$ cat config.mk
export PLATFORM = sky130hd
export DESIGN_NAME = heart_rate_ctrl
export DESIGN_NICKNAME = d
export VERILOG_FILES = /design/src/rtl/heart_rate_ctrl.sv
export SDC_FILE = /design/constraint.sdc
export NUM_CORES = 1
export LEC_CHECK = 0
export BUFFER_PORTS_ARGS = -buffer_cell sky130_fd_sc_hd__buf_2
export CAP_MARGIN = 10
export CORE_UTILIZATION = 30
export DETAILED_ROUTE_END_ITERATION = 10
export MAX_ROUTING_LAYER = met4
export PLACE_DENSITY = 0.57
export SETUP_SLACK_MARGIN = 0.5
export SYNTH_ARGS = -nofsm -noshare
export SYNTH_HDL_FRONTEND = slang
export SYNTH_SLANG_ARGS = --single-unit
$ cat constraint.sdc
create_clock -name i_clk -period 1.7 [get_ports i_clk]
set_input_delay 0.17 -clock i_clk [delete_from_list [all_inputs] [get_ports i_clk]]
set_output_delay 0.17 -clock i_clk [all_outputs]
set_load 0.01 [all_outputs]
$ cat src/rtl/heart_rate_ctrl.sv
`timescale 1ns/1ps
// heart_rate_ctrl: sequences the external beat counter through back-to-back measurement
// windows, converts each window's beat count to beats-per-minute and raises rate alarms.
module heart_rate_ctrl #(
  parameter int unsigned TICK_CYCLES = 100_000_000,
  parameter int unsigned WINDOW_S    = 15,
  parameter int unsigned CNT_W       = 8,
  parameter int unsigned BPM_W       = 10,
  parameter int unsigned BPM_LO      = 40,
  parameter int unsigned BPM_HI      = 180
) (
  input  logic             i_clk,
  input  logic             i_rst,
  input  logic             i_start,
  input  logic             i_stop,
  input  logic             i_pulse_in,
  input  logic [CNT_W-1:0] i_cnt_q,
  output logic             o_cnt_clr,
  output logic             o_cnt_enb,
  output logic [BPM_W-1:0] o_bpm,
  output logic             o_bpm_valid,
  output logic             o_alarm_lo,
  output logic             o_alarm_hi,
  output logic             o_busy
);

  localparam int unsigned MULT    = 60 / WINDOW_S;
  localparam int unsigned TICK_W  = $clog2(TICK_CYCLES + 1);
  localparam int unsigned SEC_W   = $clog2(WINDOW_S + 1);
  localparam int unsigned BPM_MAX = (1 << BPM_W) - 1;

  typedef enum logic [1:0] {
    StIdle,
    StClear,
    StCount,
    StLatch
  } state_t;

  state_t            r_state;
  logic [TICK_W-1:0] r_tick;
  logic [SEC_W-1:0]  r_sec;
  logic              r_sat;
  logic              r_p1;
  logic              r_p2;
  logic [BPM_W-1:0]  r_bpm;
  logic              r_bpm_valid;
  logic              r_alarm_lo;
  logic              r_alarm_hi;

  logic              w_rise;
  logic              w_cnt_full;
  logic              w_tick_last;
  logic              w_sec_last;
  logic [31:0]       w_prod;
  logic              w_ovf;
  logic [BPM_W-1:0]  w_bpm_next;
  logic              w_lo_next;
  logic              w_hi_next;

  assign w_rise      = r_p1 & ~r_p2;
  // The counter is never enabled at all-ones, so it cannot wrap.
  assign w_cnt_full  = (i_cnt_q == {CNT_W{1'b1}});
  assign w_tick_last = (r_tick == TICK_W'(TICK_CYCLES - 1));
  assign w_sec_last  = (r_sec == SEC_W'(WINDOW_S - 1));

  // Result is computed from cnt_q during LATCH and registered on the LATCH->CLEAR edge.
  assign w_prod     = 32'(i_cnt_q) * MULT;
  assign w_ovf      = r_sat | (w_prod > BPM_MAX);
  assign w_bpm_next = w_ovf ? {BPM_W{1'b1}} : w_prod[BPM_W-1:0];
  assign w_lo_next  = (32'(w_bpm_next) < BPM_LO);
  assign w_hi_next  = (32'(w_bpm_next) > BPM_HI) | r_sat;

  assign o_cnt_clr   = (r_state == StIdle) | (r_state == StClear);
  assign o_cnt_enb   = (r_state == StCount) & w_rise & ~w_cnt_full;
  assign o_busy      = (r_state != StIdle);
  assign o_bpm       = r_bpm;
  assign o_bpm_valid = r_bpm_valid;
  assign o_alarm_lo  = r_alarm_lo;
  assign o_alarm_hi  = r_alarm_hi;

  // Two-stage history of the synchronised pulse for rising-edge detection.
  always_ff @(posedge i_clk or posedge i_rst) begin
    if (i_rst) begin
      r_p1 <= 1'b0;
      r_p2 <= 1'b0;
    end else begin
      r_p1 <= i_pulse_in;
      r_p2 <= r_p1;
    end
  end

  // Window sequencer: state, window timers, saturation flag and registered results.
  always_ff @(posedge i_clk or posedge i_rst) begin
    if (i_rst) begin
      r_state     <= StIdle;
      r_tick      <= '0;
      r_sec       <= '0;
      r_sat       <= 1'b0;
      r_bpm       <= '0;
      r_bpm_valid <= 1'b0;
      r_alarm_lo  <= 1'b0;
      r_alarm_hi  <= 1'b0;
    end else begin
      r_bpm_valid <= 1'b0;
      if (i_stop && (r_state != StIdle)) begin
        // Abort keeps the previous result and suppresses the strobe.
        r_state <= StIdle;
      end else begin
        unique case (r_state)
          StIdle: begin
            if (i_start && !i_stop) r_state <= StClear;
          end
          StClear: begin
            r_tick  <= '0;
            r_sec   <= '0;
            r_sat   <= 1'b0;
            r_state <= StCount;
          end
          StCount: begin
            if (w_rise && w_cnt_full) r_sat <= 1'b1;
            if (w_tick_last) begin
              r_tick <= '0;
              if (w_sec_last) begin
                r_sec   <= '0;
                r_state <= StLatch;
              end else begin
                r_sec <= r_sec + SEC_W'(1);
              end
            end else begin
              r_tick <= r_tick + TICK_W'(1);
            end
          end
          StLatch: begin
            r_bpm       <= w_bpm_next;
            r_alarm_lo  <= w_lo_next;
            r_alarm_hi  <= w_hi_next;
            r_bpm_valid <= 1'b1;
            r_state     <= StClear;
          end
          default: r_state <= StIdle;
        endcase
      end
    end
  end

endmodule
==> metrics.yaml <==
global_routing:
  grt_pass1_wl_um: 12700
  grt_use_total_pct: 17.0
  grt_max_degree: 49
  grt_overflow: 0
  grt_pass1_vias: 2545
  antenna_found_initial: 0
outcome:
  violations: "negative setup slack"
  run_status: "finished, violations left"
timing:
  fmax_mhz: 554
  worst_pin_slew_ps: 438
  rsz0062_at_grt: "yes"
  layout_setup_ws_ps: -106
  setup_violations: 20
  skew_ps: 12.2
  slew_violations: 0
  final_hold_viol_count: 0
  min_period_over_period_pct: 106
  min_period_ps: 1810
  maxSlewHeadroom_pct: 70.8
critical_path:
  cp_slowest_cell: "dfrtp_1"
  worst_setup_path_end_kind: "flip-flop"
  path_class: "reg2reg"
  critical_path.top_delay_family: "compound AO/OA/AOI/OAI gates"
  path_buf_inv: 0
  worstPathArrival_ps: 2000
  r2r_cells: 6
  path_cells: "ha_4 > nand4_1 > nand4b_1 > o31ai_4 > o21ai_1 > a32o_1"
  ff2ff_setup_slack_ps: -110
  crit_fanout: 4
  crit_required_ps: 1900
  crit_path_max_incr_delay_ps: 400
  start_kind: "flip-flop"
  r2r_end: "r_state[1]$_DFFE_PP0P_"
  r2r_start: "r_tick[0]$_DFFE_PP0P_"
worst_hold_path:
  min-delay-start: "i_cnt_q[0]"
  hold_end: "o_bpm[2]$_DFFE_PP0P_"
  hp-class: "in2reg"
  min_path_cells: 3
routing:
  drt_iter0_drc: 117
  dr_total_vias: 2603
  routedWlPerCell_um: 15.2
  first_pass_iters: 4
  drt-total-wl_um: 7610
  drc: 0
  route.antenna.remaining_nets: 0
  vias_per_cell: 5.21
place:
  placed_area_mm2: 0.00349
  hpwl_um: 4590
  dp_cells: 461
  gp_congestion: 0.762
  port-buffer-count: 28
logic_synthesis:
  synth_top_family_by_area: "simple AND/OR/NAND/NOR gates"
  synthCells: 287
  synth-compound-area-share_pct: 12.7
  synthTopCellsByCount: "48 x dfrtp_1, 32 x nor2_1, 23 x nand2_1"
  synthAdderAreaFrac_pct: 3.68
  synth-async-reset-ratio_pct: 100
  yosysWarnings: 0
  synth_most_common_cell: "dfrtp_1"
  yosys.area_share.simple_pct: 27.9
  yosys_register_bits: 48
  synthTopCellsByArea: "dfrtp_1 44%, xnor2_1 5.2%, nor2_1 4.4%"
  dominantRegCellSynth: "dfrtp_1"
  syn_avg_cell_area_um2: 9.47
  yosysUniqueCellTypes: 52
  ys_seq_area_share_pct: 44.2
  yosys.area.top_type: "dfrtp_1"
  synthMuxAreaShare_pct: 0.783
  syn-num-nets: 308
  syn_area_mm2: 0.00272
  synth_top_area_share_pct: 44.2
  synth_edf_count: 0
  synthXorXnorAreaFrac_pct: 5.16
die:
  die_x_um: 97.2
  boundaryPins: 29
  initial_core_util_pct: 31.0
  num_rows: 34
  dieArea_mm2: 0.00944
  fp.coreArea_mm2: 0.00876
  die_height_um: 97.2
power:
  power_leakage_uw: 0.00198
  vdd_drop_max_uv: 463
  pwr_density_cell_mw_per_mm2: 1170
finish:
  final_area_mm2: 0.00436
  fillers: 780
  multi_input_area_mm2: 0.00194
  syn2layout_area_growth_pct: 60.4
  num-nets-final: 412
  layout-drive-gt1-share_pct: 52.6
  antenna_cells: 0
  final-seq-area_mm2: 0.00120
  finalNonFillerCells: 500
cts:
  clkLatencyLatePin_ps: 310
  htree_levels: 2
  clk_pin_slew_ps: 110
  numCtsBuffers: 5
  clock_path_buffers: 2
  root_buffer: "clkbuf_8"
  cts_tree: "built"
  clock-sinks: 48
run:
  cap_violations: 0
state kept, by name (all words and copies together), names as in the netlist, 2 cells and up:
name and cells:
r_sec 4, r_tick 27, o_bpm 9, r_state 2
logic make-up after synthesis:
| group | count (synthesis) |
|---|---|
| xor gates and xnor gates | 16 |
| AOI/OAI and AO/OA | 50 |
| muxes | 2 |
| and+or+nand+nor | 132 |
| buffers and inverters | 31 |
| adders and majority gates | 8 |
| DFF | 48 |
area by class of cell:
type                    instances  share of cell area, %
multi-input cells             213                   44.6
flip-flops and latches         48                   27.6
repair buffers                106                   20.9
well taps                     108                   3.10
inverters                      17                   1.61
clock buffers                   5                   1.58
clock inverters                 3                  0.603
layout by cell type, fill, tap and decap left out, types with 3 or more instances in the layout:
master	netlist	final
buf_4	4	49
nor2_1	32	26
a21oi_2	0	5
xnor2_1	16	16
dfrtp_1	48	47
nand3_1	11	8
nand2_2	1	7
nor2_4	0	3
buf_2	3	26
ha_4	0	4
clkbuf_8	0	5
nand4_1	10	10
nor2_2	0	5
inv_2	0	3
nor3_4	0	5
inv_1	17	12
o22ai_1	4	4
and3_1	11	9
nand2_4	1	3
nand2_1	23	12
o21ai_0	17	4
nor4_4	0	9
ha_1	8	4
buf_6	2	21
nand2_8	0	4
nand4_4	2	3
nor4_2	0	4
buf_12	0	5
o21ai_2	0	6
nand3_2	1	4
o21ai_1	4	11
metrics by stage:
stage	setup slack, ps	total power, µW	hold WS, ps	setup TNS, ps	util (%)
6_report	-106	5090	111	-1220	49.7
5_1_grt	-179	5360	132	-3260	49.7
4_1_cts	-49.4	4680	117	-171	46.9
3_5_place_dp	-114	3140	256	-443	39.8
3_3_place_gp	-114	3120	254	-305	39.8
2_1_floorplan	35.4	2470	200	0	-
worst max path at each step:
stage                                       from                      to  slack (ps)  depth (start not counted)
final                      r_tick[0]$_DFFE_PP0P_  r_state[1]$_DFFE_PP0P_        -110                          6
after global routing       r_tick[0]$_DFFE_PP0P_    r_sec[2]$_DFFE_PP0P_        -180                          7
after CTS                  r_tick[0]$_DFFE_PP0P_    r_sec[2]$_DFFE_PP0P_         -50                          7
after detailed placement   r_tick[0]$_DFFE_PP0P_  r_state[1]$_DFFE_PP0P_        -110                          6
after global placement     r_tick[0]$_DFFE_PP0P_  r_state[1]$_DFFE_PP0P_        -110                          6
after floorplan           r_state[1]$_DFFE_PP0P_  r_tick[22]$_DFFE_PP0P_          40                          8
where the power goes:
part | switching, µW | internal (µW) | total [µW]
combinational | 1450 | 1490 | 2940
clock | 446 | 304 | 750
sequential | 101 | 1290 | 1390
total | 2000 | 3090 | 5090
worst reg2reg max path, cell delays in order (launching register included):
cell and delay, ps:
dfrtp_1 400, ha_4 160, nand4_1 130, nand4b_1 310, o31ai_4 370, o21ai_1 100
a32o_1 220
repair_timing:
item	CTS	global route
pin swaps	31	29
hold buffers	2	0
gates cloned	7	0
setup buffers	15	7
resized for setup	75	45
setup endpoints to repair	49	49
hold endpoints to repair	49	0
layer usage:
metal  track usage (%)  vias up  routed length, µm
li1                  -     1246                  -
met4              5.17        0                119
met1              22.7     1278               3500
met3              2.95       15                324
met2              26.3       64               3660
met5                 -        -                  0
No activity file was read; power rests on OpenSTA's default activity.
